## src/rtl/pipeline_stall_controller.sv

```systemverilog
// Stall/flush sequencer for the 5-stage pipeline: merges load-use, branch-taken and
// the data-memory handshake into per-stage controls, with a wait watchdog and stall counter.
module pipeline_stall_controller #(
  parameter int TIMEOUT = 64,
  parameter int TO_W    = 8,
  parameter int CNT_W   = 32
) (
  input  logic             clk_i,
  input  logic             rst_i,
  input  logic             hazard_i,
  input  logic             branch_taken_i,
  input  logic             mem_read_i,
  input  logic             mem_write_i,
  input  logic             mem_ack_i,
  output logic             mem_req_o,
  output logic             pc_write_o,
  output logic             ifid_write_o,
  output logic             ifid_flush_o,
  output logic             idex_bubble_o,
  output logic             exmem_write_o,
  output logic             memwb_bubble_o,
  output logic             busy_o,
  output logic             timeout_o,
  output logic [CNT_W-1:0] stall_count_o
);

  typedef enum logic [1:0] {
    ST_RUN      = 2'd0,
    ST_MEM_WAIT = 2'd1,
    ST_MEM_DONE = 2'd2,
    ST_ERR      = 2'd3
  } state_t;

  state_t             state_q;
  logic               mem_req_q;
  logic               timeout_q;
  logic [TO_W-1:0]    wd_q;
  logic [CNT_W-1:0]   cnt_q;
  logic [CNT_W-1:0]   cnt_d;
  logic               acc_s;
  logic               freeze_s;

  assign acc_s = mem_read_i | mem_write_i;

  always_comb begin
    freeze_s = 1'b0;
    case (state_q)
      ST_RUN:      freeze_s = acc_s;
      ST_MEM_WAIT: freeze_s = 1'b1;
      ST_MEM_DONE: freeze_s = 1'b0;
      ST_ERR:      freeze_s = 1'b1;
      default:     freeze_s = 1'b1;
    endcase
  end

  // Per-stage controls; hazard outranks branch so a taken branch is re-resolved next cycle.
  always_comb begin
    pc_write_o     = 1'b1;
    ifid_write_o   = 1'b1;
    exmem_write_o  = 1'b1;
    ifid_flush_o   = 1'b0;
    idex_bubble_o  = 1'b0;
    memwb_bubble_o = 1'b0;
    if (rst_i) begin
      pc_write_o = 1'b1;
    end else if (freeze_s) begin
      pc_write_o     = 1'b0;
      ifid_write_o   = 1'b0;
      exmem_write_o  = 1'b0;
      memwb_bubble_o = 1'b1;
    end else if (hazard_i) begin
      pc_write_o    = 1'b0;
      ifid_write_o  = 1'b0;
      idex_bubble_o = 1'b1;
    end else if (branch_taken_i) begin
      ifid_flush_o = 1'b1;
    end else begin
      ifid_flush_o = 1'b0;
    end
  end

  always_comb begin
    cnt_d = cnt_q;
    if (!pc_write_o && (cnt_q != {CNT_W{1'b1}})) begin
      cnt_d = cnt_q + {{(CNT_W-1){1'b0}}, 1'b1};
    end else begin
      cnt_d = cnt_q;
    end
  end

  always_ff @(posedge clk_i) begin
    if (rst_i) begin
      state_q   <= ST_RUN;
      mem_req_q <= 1'b0;
      timeout_q <= 1'b0;
      wd_q      <= {TO_W{1'b0}};
      cnt_q     <= {CNT_W{1'b0}};
    end else begin
      cnt_q <= cnt_d;
      case (state_q)
        ST_RUN: begin
          if (acc_s) begin
            state_q   <= ST_MEM_WAIT;
            mem_req_q <= 1'b1;
            wd_q      <= {TO_W{1'b0}};
          end
        end
        ST_MEM_WAIT: begin
          // An ack on the expiry edge still completes the access.
          if (mem_ack_i) begin
            state_q   <= ST_MEM_DONE;
            mem_req_q <= 1'b0;
          end else if (wd_q == TO_W'(TIMEOUT - 1)) begin
            state_q   <= ST_ERR;
            mem_req_q <= 1'b0;
            timeout_q <= 1'b1;
          end else begin
            wd_q <= wd_q + {{(TO_W-1){1'b0}}, 1'b1};
          end
        end
        ST_MEM_DONE: state_q <= ST_RUN;
        ST_ERR:      state_q <= ST_ERR;
        default: begin
          state_q   <= ST_ERR;
          mem_req_q <= 1'b0;
          timeout_q <= 1'b1;
        end
      endcase
    end
  end

  assign mem_req_o     = mem_req_q;
  assign timeout_o     = timeout_q;
  assign stall_count_o = cnt_q;
  assign busy_o        = (state_q == ST_MEM_WAIT) || (state_q == ST_ERR);

endmodule

```

## config.mk

```make
export PLATFORM = sky130hd
export DESIGN_NAME = pipeline_stall_controller
export DESIGN_NICKNAME = d
export VERILOG_FILES = /design/src/rtl/pipeline_stall_controller.sv
export SDC_FILE = /design/constraint.sdc
export NUM_CORES = 1
export LEC_CHECK = 0
export CORE_ASPECT_RATIO = 0.6
export CORE_MARGIN = 4
export CORE_UTILIZATION = 40
export CTS_CLUSTER_SIZE = 30
export DETAILED_ROUTE_END_ITERATION = 12
export GPL_TIMING_DRIVEN = 0
export MAX_ROUTING_LAYER = met4
export PLACE_DENSITY = 0.74
export SYNTH_ARGS = -nofsm -noshare
export SYNTH_HDL_FRONTEND = slang
export SYNTH_SLANG_ARGS = --single-unit
export TNS_END_PERCENT = 30
```

## constraint.sdc

```tcl
create_clock -name clk_i -period 2.15 [get_ports clk_i]
set_clock_uncertainty 0.15 [all_clocks]
set_input_delay 0.3225 -clock clk_i [delete_from_list [all_inputs] [get_ports clk_i]]
set_output_delay 0.3225 -clock clk_i [all_outputs]
set_load 0.03 [all_outputs]
```

======== After elaboration in Yosys (flattened, before gate mapping) ========
Index checks and enable logic that the tools add are counted.
storage, ports and cells
  word-level logic and storage cells ...... 55
  bits of input ports ..................... 7
  bits in registers ....................... 44
  output and inout bits ................... 41
cells by class
  muxes and demuxes ....................... 27
  reduce and logical (&&, ||, !) cells .... 10
  bitwise logic cells ..................... 2
  add/subtract/negate cells ............... 2
  equal/unequal tests ..................... 9
operators by type and width
  operator                                       count
  adder 32 x 1 -> 32 bit, second input constant  1
  inequality test 32 bit, second input constant  1
  2-to-1 mux 8 bit                               3
  2-to-1 mux 1 bit                               17
  one-hot mux 8 bit (2 select lines)             1
  adder 8 x 1 -> 8 bit, second input constant    1
  == test 8 x 6 -> 1 bit, second input constant  1
  one-hot mux 2 bit (4 select lines)             1
  2-to-1 mux 2 bit                               3
  inequality test 2 bit, second input constant   3
  AND reduction 3 bit                            2
  == test 2 bit, second input constant           2
  AND reduction 4 bit                            1
  inequality test 3 bit, second input constant   1
  one-hot mux 1 bit (3 select lines)             1
  == test 2 x 1 -> 1 bit, second input constant  1
  logical NOT 2 bit                              1
  one-hot mux 1 bit (2 select lines)             1
  AND reduction 2 bit                            1
  nonzero test 2 bit                             1
  OR reduction 2 bit                             1
  logical AND 1 bit                              1
  logical NOT 1 bit                              1
  logical OR 1 bit                               1
  2 further kinds                                2

======== Longest topological paths before layout ========
  depth in word-level cells ............... 7
  gate-level depth with buffers ........... 7
  mapped depth without buffers ............ 6

======== Least setup slack after synthesis ========
No wires, ideal clock.
  path kind ............................... flip-flop to flip-flop
  start point ............................. register cnt_q[0], in the netlist stall_count_o[0]
  end point ............................... register cnt_q[28], in the netlist stall_count_o[28]
  clock period less this slack ............ 2.646 ns
  path slack .............................. -0.496 ns
  setup time .............................. 0.115 ns
  arrival ................................. 2.381 ns
  stages on the path, launching flop included .. 8
  path through ............................ dfxtp_1 ha_1 nand4_2 or2_4 or4_1 buf_2 o31a_2 o21a_1
between the ends
  word-level cells in the longest chain between the ends .. 2
  elaborated cells between the ends (all ways) .. 3
  classes of those cells .................. 1 x add/sub; 1 x eq/ne; 1 x reduce/logical
RTL lines
  what                                                            RTL line  source
  start, declared                                                 38        logic [CNT_W-1:0] cnt_q;
  start signal, assigned                                          97        cnt_q <= {CNT_W{1'b0}};
  start signal, assigned                                          99        cnt_q <= cnt_d;
  branches (longest 2 deep; another with adder 32 x 1 -> 32 bit)  n/a
Several ways; the timed one is not identified.
A chain may end at the register's enable or synchronous reset.

======== Final worst setup path ========
  start point ............................. register cnt_q[3], in the netlist stall_count_o[3]
  end point ............................... register cnt_q[12], in the netlist stall_count_o[12]
Same word-level chain as after synthesis.

==> metrics.md <==
| Metric | Value |
|---|---|
| GPL Wtd Cong | 0.858 |
| Htree depth | 2 |
| Post-synth EDFFs | 0 |
| Die area | between 0.007 and 0.008 mm2 |
| Fin nets | 370 |
| Clock-pin slew on the worst setup and hold paths | ~90 ps |
| Share of the synthesized area in the top cell type | 0.374 |
| GR peak layer | met1 |
| Critical Path AT | ~2300 ps |
| Synth area leaders | dfxtp_1 (37%), a21oi_1 (5.1%), or4_1 (4.1%), nand2_1 (3.8%), o31ai_1 (3.5%) |
| Buf/Inv on CP | 1 |
| Met3 Track Usage GR | 0.0420 |
| DRC viols | 0 |
| Crit path kind | flop to flop |
| Syn_nets | 292 |
| Max Fanout on Critical Path | 7 |
| Syn. warnings | 0 |
| Critical path launch point type | flop |
| DIE HEIGHT | ~67 um |
| Worst-path cell chain | nand4_4 > or4_4 > nor3_4 > buf_6 > nor4_1 > mux2_2 |
| Via-to-Cell Ratio | about 6.0 |
| Synth cell count leaders | dfxtp_1 (44), a21oi_1 (24), nand2_1 (24) |
| Final Slew Violations | 0 |
| Setup_tns | -369 ps |
| I/O pins | 48 |
| Core area | about 0.0056 mm2 |
| Syn Inst Count | between 200 and 300 |
| Cell taking the most area after synthesis | dfxtp_1 |
| GRT overflow | 0 |
| Leak pwr | about 0.0012 uW |
| Worst EP required | between 2000 and 2500 ps |
| #FFs+latches synth | 44 |
| P&R area growth vs syn | 44.0% |
| FMAX | roughly 440 MHz |
| # setup viols final | 12 |
| Outcome | finished with violations |
| Final hold slack | ~320 ps |
| CTS tree | done |
| Most numerous cell in the Yosys netlist | dfxtp_1 |
| Clock latency on the worst-skew pair | around 300 ps |
| Dpl cells | 410 |
| Vias in the first global route | 2143 |
| Site row count | 21 |
| Crit share post-route | 1.05 |
| Root Driver | clkbuf_8 |
| Maximum vdd drop | roughly 0.00024 V |
| First-pass DRT Iterations | 5 |
| 1st-iter DRT viols | 270 |
| Detailed-route via count | 2645 |
| Element type at the critical path end | flop |
| Final std cells w/o fill | approximately 440 |
| Post-synth ARST share | 0 |
| Max Cap Violations | 0 |
| Die Span X | roughly 110 um |
| GRT Overall Usage | 0.201 |
| Setup ws final | -106 ps |
| Clk sinks | 44 |
| Met1 Use GR | 0.305 |
| Layout cells sized above 1 | 0.268 |
| Min Tclk post-route | between 2000 and 2500 ps |
| Initial Util | 0.417 |
| CTS buffer count | 5 |
| Max-Slew Margin vs Limit | 0.634 |
| Hpwl dp | 5050 um |
| Final core area utilization | 0.601 |
| Global-route wire length before repair | around 11000 um |
| Crit path max-delay family | simple AND/OR/NAND/NOR gates |
| Post-synth cell types | 51 |
| Max stage delay on crit path | ~600 ps |
| Met2 usage | 0.269 |
| RSZ-0062 raised after global routing | true |
| Top FF cell, synth | dfxtp_1 |
| CTS max path bufs | 2 |
| DRT antenna net count | 0 |
| Antenna violations before repair | 0 |
| Routed len/inst | about 17 um |
| N_diodes | 0 |
| Sequential area share after synthesis | 0.374 |
| Worst-margin pin slew | 549 ps |
| Hold bufs inserted after CTS | 0 |
| DRT Wirelength | 7360 um |
| Hold Crit Class | flop to flop |
| Post-synthesis cell area | between 0.002 and 0.0025 mm2 |
| Flop2flop setup slack | -110 ps |
| Violated checks | negative setup slack |
| Largest net degree at the start of global routing | 14 |
| CP max-delay cell | or4_4 |
| Power per cell area | between 400 and 500 mW/mm2 |
| Post-Syn Area per Cell | roughly 8.3 um2 |
| Hold Fails Final Rpt | 0 |
| PortBufs | 47 |
-- registers in the layout, indices dropped and copies added (netlist names) --
register	cells
state_q	2
stall_count_o	32
wd_q	8
mem_req_o	1
timeout_o	1
-- through the flow --
stage               instance area, um2  total power, uW  worst slack, ps
finish                            3390             1610             -106
global route                      3390             1670             -149
CTS                               3260             1610            -53.2
detailed placement                2990             1070            -1040
global placement                  2990             1060            -1010
floorplan                         2420              984             -178
-- layout by cell type, fill, tap and decap left out, types with 7 or more instances in the layout --
cell type / instances
dfxtp_1: 29
a21oi_1: 22
o21ai_0: 12
o31ai_1: 11
or4_1: 11
clkdlybuf4s50_1: 36
nand2_1: 22
nand4_1: 8
dfxtp_4: 7
nor2_1: 16
or3_1: 8
buf_4: 25
clkbuf_8: 7
and3_1: 10
nand3_1: 12
dfxtp_2: 8
-- where the power goes --
group	total (uW)	internal [uW]	switching (uW)	leakage, uW
registers	841	826	15.5	0.000365
logic	237	97.1	140	0.000824
clock network	534	257	277	0.0000510
total	1610	1180	432	0.00124
-- cell families after synthesis --
family                     synth area share
muxes                                0.0186
AOI/OAI and AO/OA                     0.232
adders and majority gates            0.0106
xor gates and xnor gates            0.00372
buffers and inverters                0.0356
DFF                                   0.374
and+or+nand+nor                       0.326
-- area by class of cell --
class,count,area (um2)
Clock inverter,2,10.0
Fill cell,487,2260
Tap cell,80,100
Inverter,6,22.5
Buffer,11,78.8
Multi-Input combinational cell,220,1520
Sequential cell,44,917
Timing Repair Buffer,73,666
Clock buffer,6,82.6
-- layer usage --
| layer | vias up | routed length (um) | part of all wire |
|---|---|---|---|
| met5 | - | 0 | 0 |
| met4 | 0 | 62 | 0.0084 |
| met3 | 7 | 626 | 0.085 |
| met2 | 113 | 2960 | 0.40 |
| met1 | 1278 | 3710 | 0.50 |
| li1 | 1247 | - | - |
-- final timing paths --
check / start / endpoint / depth (start not counted)
min: stall_count_o[6] / stall_count_o[6] / 1
max: stall_count_o[3] / stall_count_o[12] / 6
max reg2reg: stall_count_o[3] / stall_count_o[12] / 6
min reg2reg: stall_count_o[6] / stall_count_o[6] / 1
-- timing repair --
item	CTS	global route
endpoints found under the setup margin	45	41
pin swaps	12	4
resized for setup	41	23
gates cloned	0	2
endpoints found under the hold margin	0	0
setup buffers	15	10
Power figures use the tool's default switching activity.
